$ cat src/rtl/ysyx_25020037_axi_rd_arb.sv
// ysyx_25020037_axi_rd_arb: two-master (m0 IFU, m1 LSU) to one-slave AXI4 read-channel arbiter.
// Ports: clk/rst; m0_* and m1_* upstream AR/R channels; s_* downstream AR/R channel;
// grant = current owner (0 IFU, 1 LSU, valid while busy); busy = transaction in progress.
module ysyx_25020037_axi_rd_arb #(
  parameter logic        RR_EN   = 1'b0,
  parameter int unsigned TIMEOUT = 1024
) (
  input  logic        clk,
  input  logic        rst,
  input  logic        m0_arvalid,
  output logic        m0_arready,
  input  logic [31:0] m0_araddr,
  input  logic [3:0]  m0_arid,
  input  logic [7:0]  m0_arlen,
  input  logic [2:0]  m0_arsize,
  input  logic [1:0]  m0_arburst,
  output logic        m0_rvalid,
  input  logic        m0_rready,
  output logic [31:0] m0_rdata,
  output logic [1:0]  m0_rresp,
  output logic        m0_rlast,
  output logic [3:0]  m0_rid,
  input  logic        m1_arvalid,
  output logic        m1_arready,
  input  logic [31:0] m1_araddr,
  input  logic [3:0]  m1_arid,
  input  logic [7:0]  m1_arlen,
  input  logic [2:0]  m1_arsize,
  input  logic [1:0]  m1_arburst,
  output logic        m1_rvalid,
  input  logic        m1_rready,
  output logic [31:0] m1_rdata,
  output logic [1:0]  m1_rresp,
  output logic        m1_rlast,
  output logic [3:0]  m1_rid,
  output logic        s_arvalid,
  input  logic        s_arready,
  output logic [31:0] s_araddr,
  output logic [3:0]  s_arid,
  output logic [7:0]  s_arlen,
  output logic [2:0]  s_arsize,
  output logic [1:0]  s_arburst,
  input  logic        s_rvalid,
  output logic        s_rready,
  input  logic [31:0] s_rdata,
  input  logic [1:0]  s_rresp,
  input  logic        s_rlast,
  input  logic [3:0]  s_rid,
  output logic        grant,
  output logic        busy
);
  typedef enum logic [1:0] {IDLE, ADDR, DATA, ABORT} state_t;
  state_t      state_q, state_d;
  logic        grant_q, grant_d, last_grant_q, last_grant_d;
  logic [31:0] cnt_q, cnt_d;
  logic        in_addr, in_data, in_abort, sel0, sel1, g_arvalid, g_rready, r_hs;
  assign in_addr   = state_q == ADDR;
  assign in_data   = state_q == DATA;
  assign in_abort  = state_q == ABORT;
  assign sel0      = !grant_q;
  assign sel1      = grant_q;
  assign g_arvalid = grant_q ? m1_arvalid : m0_arvalid;
  assign g_rready  = grant_q ? m1_rready : m0_rready;
  assign r_hs      = in_data && s_rvalid && g_rready;
  assign grant     = grant_q;
  assign busy      = state_q != IDLE;
  assign s_arvalid = in_addr && g_arvalid;
  assign s_araddr  = grant_q ? m1_araddr : m0_araddr;
  assign s_arid    = grant_q ? m1_arid : m0_arid;
  assign s_arlen   = grant_q ? m1_arlen : m0_arlen;
  assign s_arsize  = grant_q ? m1_arsize : m0_arsize;
  assign s_arburst = grant_q ? m1_arburst : m0_arburst;
  assign m0_arready = in_addr && sel0 && s_arready;
  assign m1_arready = in_addr && sel1 && s_arready;
  assign s_rready   = in_data && g_rready;
  // ABORT synthesizes a single DECERR last beat for the owner; the slave is not consulted.
  assign m0_rvalid = sel0 && (in_abort || (in_data && s_rvalid));
  assign m0_rdata  = (sel0 && in_data) ? s_rdata : '0;
  assign m0_rresp  = (sel0 && in_data) ? s_rresp : (sel0 && in_abort) ? 2'b11 : 2'b00;
  assign m0_rlast  = sel0 && (in_abort || (in_data && s_rlast));
  assign m0_rid    = (sel0 && in_data) ? s_rid : '0;
  assign m1_rvalid = sel1 && (in_abort || (in_data && s_rvalid));
  assign m1_rdata  = (sel1 && in_data) ? s_rdata : '0;
  assign m1_rresp  = (sel1 && in_data) ? s_rresp : (sel1 && in_abort) ? 2'b11 : 2'b00;
  assign m1_rlast  = sel1 && (in_abort || (in_data && s_rlast));
  assign m1_rid    = (sel1 && in_data) ? s_rid : '0;
  always_comb begin
    state_d      = state_q;
    grant_d      = grant_q;
    last_grant_d = last_grant_q;
    cnt_d        = '0;
    case (state_q)
      IDLE: if (m0_arvalid || m1_arvalid) begin
        state_d = ADDR;
        // On a tie, round-robin favours whoever was not served last; fixed mode favours the LSU.
        grant_d = (m0_arvalid && m1_arvalid) ? (RR_EN ? !last_grant_q : 1'b1) : m1_arvalid;
      end
      ADDR: if (!g_arvalid) state_d = IDLE;
        else if (s_arready) begin
          state_d      = DATA;
          last_grant_d = grant_q;
        end
      DATA: if (r_hs) state_d = s_rlast ? IDLE : DATA;
        else if (TIMEOUT != 0 && cnt_q + 32'd1 == TIMEOUT) state_d = ABORT;
        else cnt_d = cnt_q + 32'd1;
      ABORT: if (g_rready) state_d = IDLE;
      default: state_d = IDLE;
    endcase
  end
  always_ff @(posedge clk or posedge rst) begin
    if (rst) begin
      state_q      <= IDLE;
      grant_q      <= 1'b0;
      last_grant_q <= 1'b0;
      cnt_q        <= '0;
    end else begin
      state_q      <= state_d;
      grant_q      <= grant_d;
      last_grant_q <= last_grant_d;
      cnt_q        <= cnt_d;
    end
  end
endmodule
$ cat config.mk
export PLATFORM = sky130hd
export DESIGN_NAME = ysyx_25020037_axi_rd_arb
export DESIGN_NICKNAME = d
export VERILOG_FILES = /design/src/rtl/ysyx_25020037_axi_rd_arb.sv
export SDC_FILE = /design/constraint.sdc
export NUM_CORES = 1
export LEC_CHECK = 0
export CAP_MARGIN = 20
export CORE_AREA = 2 2 108 110
export CTS_CLUSTER_SIZE = 30
export DETAILED_ROUTE_END_ITERATION = 7
export DIE_AREA = 0 0 110 112
export GPL_ROUTABILITY_DRIVEN = 0
export HOLD_SLACK_MARGIN = 0.12
export PLACE_DENSITY = 0.76
export SYNTH_ARGS = -nofsm -noshare
export SYNTH_HDL_FRONTEND = slang
export SYNTH_SLANG_ARGS = --single-unit
$ cat constraint.sdc
create_clock -name clk -period 3.6 [get_ports clk]
set_input_delay 1.08 -clock clk [delete_from_list [all_inputs] [get_ports clk]]
set_output_delay 1.08 -clock clk [all_outputs]
set_load 0.01 [all_outputs]
==> metrics <==
fmax 284 MHz; WP data required 2.52 ns; filler cell count 989; slowest stage cell on the critical path clkdlybuf4s50_1; RR Endpoint state_q[0]$_DFFE_PP0P_; CTS Buffer Depth 2; vias per cell 5.20; crit path kind in -> out; post-synthesis adder-cell area fraction 0.00368; Power, Total 2.68 mW; Hold Startpoint cnt_q[0]$_DFF_PP0_; multiplexer area fraction after synthesis 0.169; TritonCTS Buffers 5; core area 11200 um^2; routed wire length per instance 21.1 um; final hold vios 0; setup TNS 0 ns; R2R depth 7; Post-layout nets 837; Routed Wire Length 17.7 mm; most frequent cells in the layout clkdlybuf4s50_1, and2_1, nor2_1, mux2_2, dfrtp_1; Setup crit end kind primary output; # IOs 280; synthesis-to-layout area growth 91.9%; Hold Path Depth 1; Synth Area in Compound Gates 0.0855; vias in the first global route 4405; pwr dens 412 nW/um^2; Die Span Y 112 um; vias 4349; initial antenna violation count 2; Cells after Synth 421; DR DRC count 0; peak per-stage delay on the critical path 0.47 ns; DRT antenna net count 0; VDD IR-drop max 0.256 mV; Simple-Gate Fraction of Synth Area 0.375; main combinational cell family by area after synthesis simple AND/OR/NAND/NOR gates; Leak 2.48 nW; clock root cell clkbuf_16; most common flop cell mapped by yosys dfrtp_1; status complete, no violations; DIE WIDTH 110 um; Seq/Total Area, Yosys 0.258; CTS tree built; overall global routing resource usage 0.285; max_slew headroom 0.539; Syn Nets 567; H-tree depth 2; Mapped Area 3400 um^2; Final HPWL DP 15.0 mm; r2r setup slk 0.77 ns; pin count of the biggest net entering global routing 41; iteration count of the initial detailed-routing pass 5; Yosys warnings 0; Worst Hold Path EP cnt_q[0]$_DFF_PP0_; num rows 39; Post-CTS Setup Repair Bufs 0; Mean Syn Cell Area 8.07 um^2; Synth async-reset ratio 1.00; Seq. cell area 877 um^2; Critical Path AT 2.44 ns; Final Core Density 0.583; final setup violation count 0; Congestion Overflow GR 0; measured slew at the worst slew-check pin 0.684 ns; most frequent CP cell clkdlybuf4s50_1; RSZ-0062 raised after global routing no; Cell variety after synth 49; Final Critical Period 3.52 ns; Worst-path clk slew 0.05 ns; Reg2Reg Launch Point cnt_q[6]$_DFF_PP0_; Final period util 0.979; die area 12300 um^2; register bit count reported by yosys 35; clock skew after layout 0.00395 ns; worst skew pair latency 0.28 ns; CP Launch Type primary input; Hold WC Path Type reg -> reg; port bufs 279; Hold Slack 0.496 ns; Placed Cells 827; Final Max Tran Viols 0; share of layout cells above drive strength 1 0.110; initial core utilization 0.304; Sinks on Clock Net 35; CP cell instances clkdlybuf4s50_1, mux2_2, nand2_1, inv_1, clkdlybuf4s50_1; max-cap violation count 0; Synth Area in XOR/XNOR 0.0670; Multi-input gate area 2380 um^2; EDFF count, synth 0; Post-Layout Cell Count 837; initial DRC count 322; first-pass GRT wire length 26.1 mm; commonest non-fill, non-tap cell in the layout clkdlybuf4s50_1; crit-path max FO 3
-- critical path, delay by kind of cell --
family / cells / cell delay, ns
muxes: 1 / 0.28
buffers and inverters: 3 / 0.97
and+or+nand+nor: 1 / 0.11
-- metal layers --
| layer | track usage | wire length, um | vias up |
|---|---|---|---|
| met3 | 0.0626 | 1210 | 52 |
| met5 | 0 | 0 | - |
| met4 | 0.193 | 1440 | 0 |
| met1 | 0.320 | 6350 | 2026 |
| li1 | - | - | 2023 |
| met2 | 0.474 | 8700 | 248 |
-- state kept, by name, indices dropped and copies added (netlist names) --
register  cells
cnt_q        32
state_q       2
grant         1
-- per-stage QoR --
stage	instance area, um^2	worst slack, ns
final	6520	0.0756
after floorplan	3400	1.04
after global placement	6360	-0.000427
after CTS	6510	0.00612
after detailed placement	6360	0.0125
after global routing	6520	0.0382
-- power by group --
part	switching, mW	total, mW	internal (mW)
registers	0.0722	0.487	0.415
logic	0.723	1.76	1.04
clock network	0.160	0.435	0.274
total	0.955	2.68	1.73
-- worst max path at each step --
stage                     from         to  slack [ns]
global route          s_rvalid  m1_rvalid        0.04
CTS                 m0_arvalid  s_arvalid       0.006
floorplan           m1_arvalid  s_arvalid        1.04
finish              m1_arvalid  s_arvalid        0.08
detailed placement  m0_arvalid  s_arvalid        0.01
global placement    m0_arvalid  s_arvalid     -0.0004
-- cell type report --
cell class | instances | area share
Clock buffer | 7 | 0.0219
Tap cell | 143 | 0.0275
Timing Repair Buffer | 291 | 0.445
Clock inverter | 1 | 0.000768
Sequential cell | 35 | 0.135
Multi-Input combinational cell | 349 | 0.365
Antenna cell | 2 | 0.000768
Inverter | 9 | 0.00518
-- repair_timing --
action,in CTS,in global routing
endpoints found under the setup margin,0,1
hold buffers,0,0
gates resized for setup,0,1
-- logic make-up (layout without fill, tap and decap cells) --
logic type,after synthesis,after routing
fa+ha+maj,1,1
flops,35,35
simple gates,231,231
compound gates,40,40
xor+xnor,26,26
buf+inv,37,308
mux,51,51
other cells,0,2
-- Yosys cell counts, drive strengths merged (3+ instances only) --
cell	instances	area (um^2)
and4	8	70.1
nor3	10	55.1
clkbuf	24	90.1
inv	9	33.8
and3	7	43.8
nand2b	3	18.8
o21ai	6	30.0
a21oi	7	35.0
xor2	10	87.6
nand2	21	78.8
buf	4	20.0
and2	76	475
a31oi	5	31.3
xnor2	16	140
nor4	16	100
dfrtp	35	876
or3	5	31.3
nand3	20	105
mux2	50	563
nand4	6	37.5
nor2	51	191
Note: power is estimated with default switching activity, not from simulation.
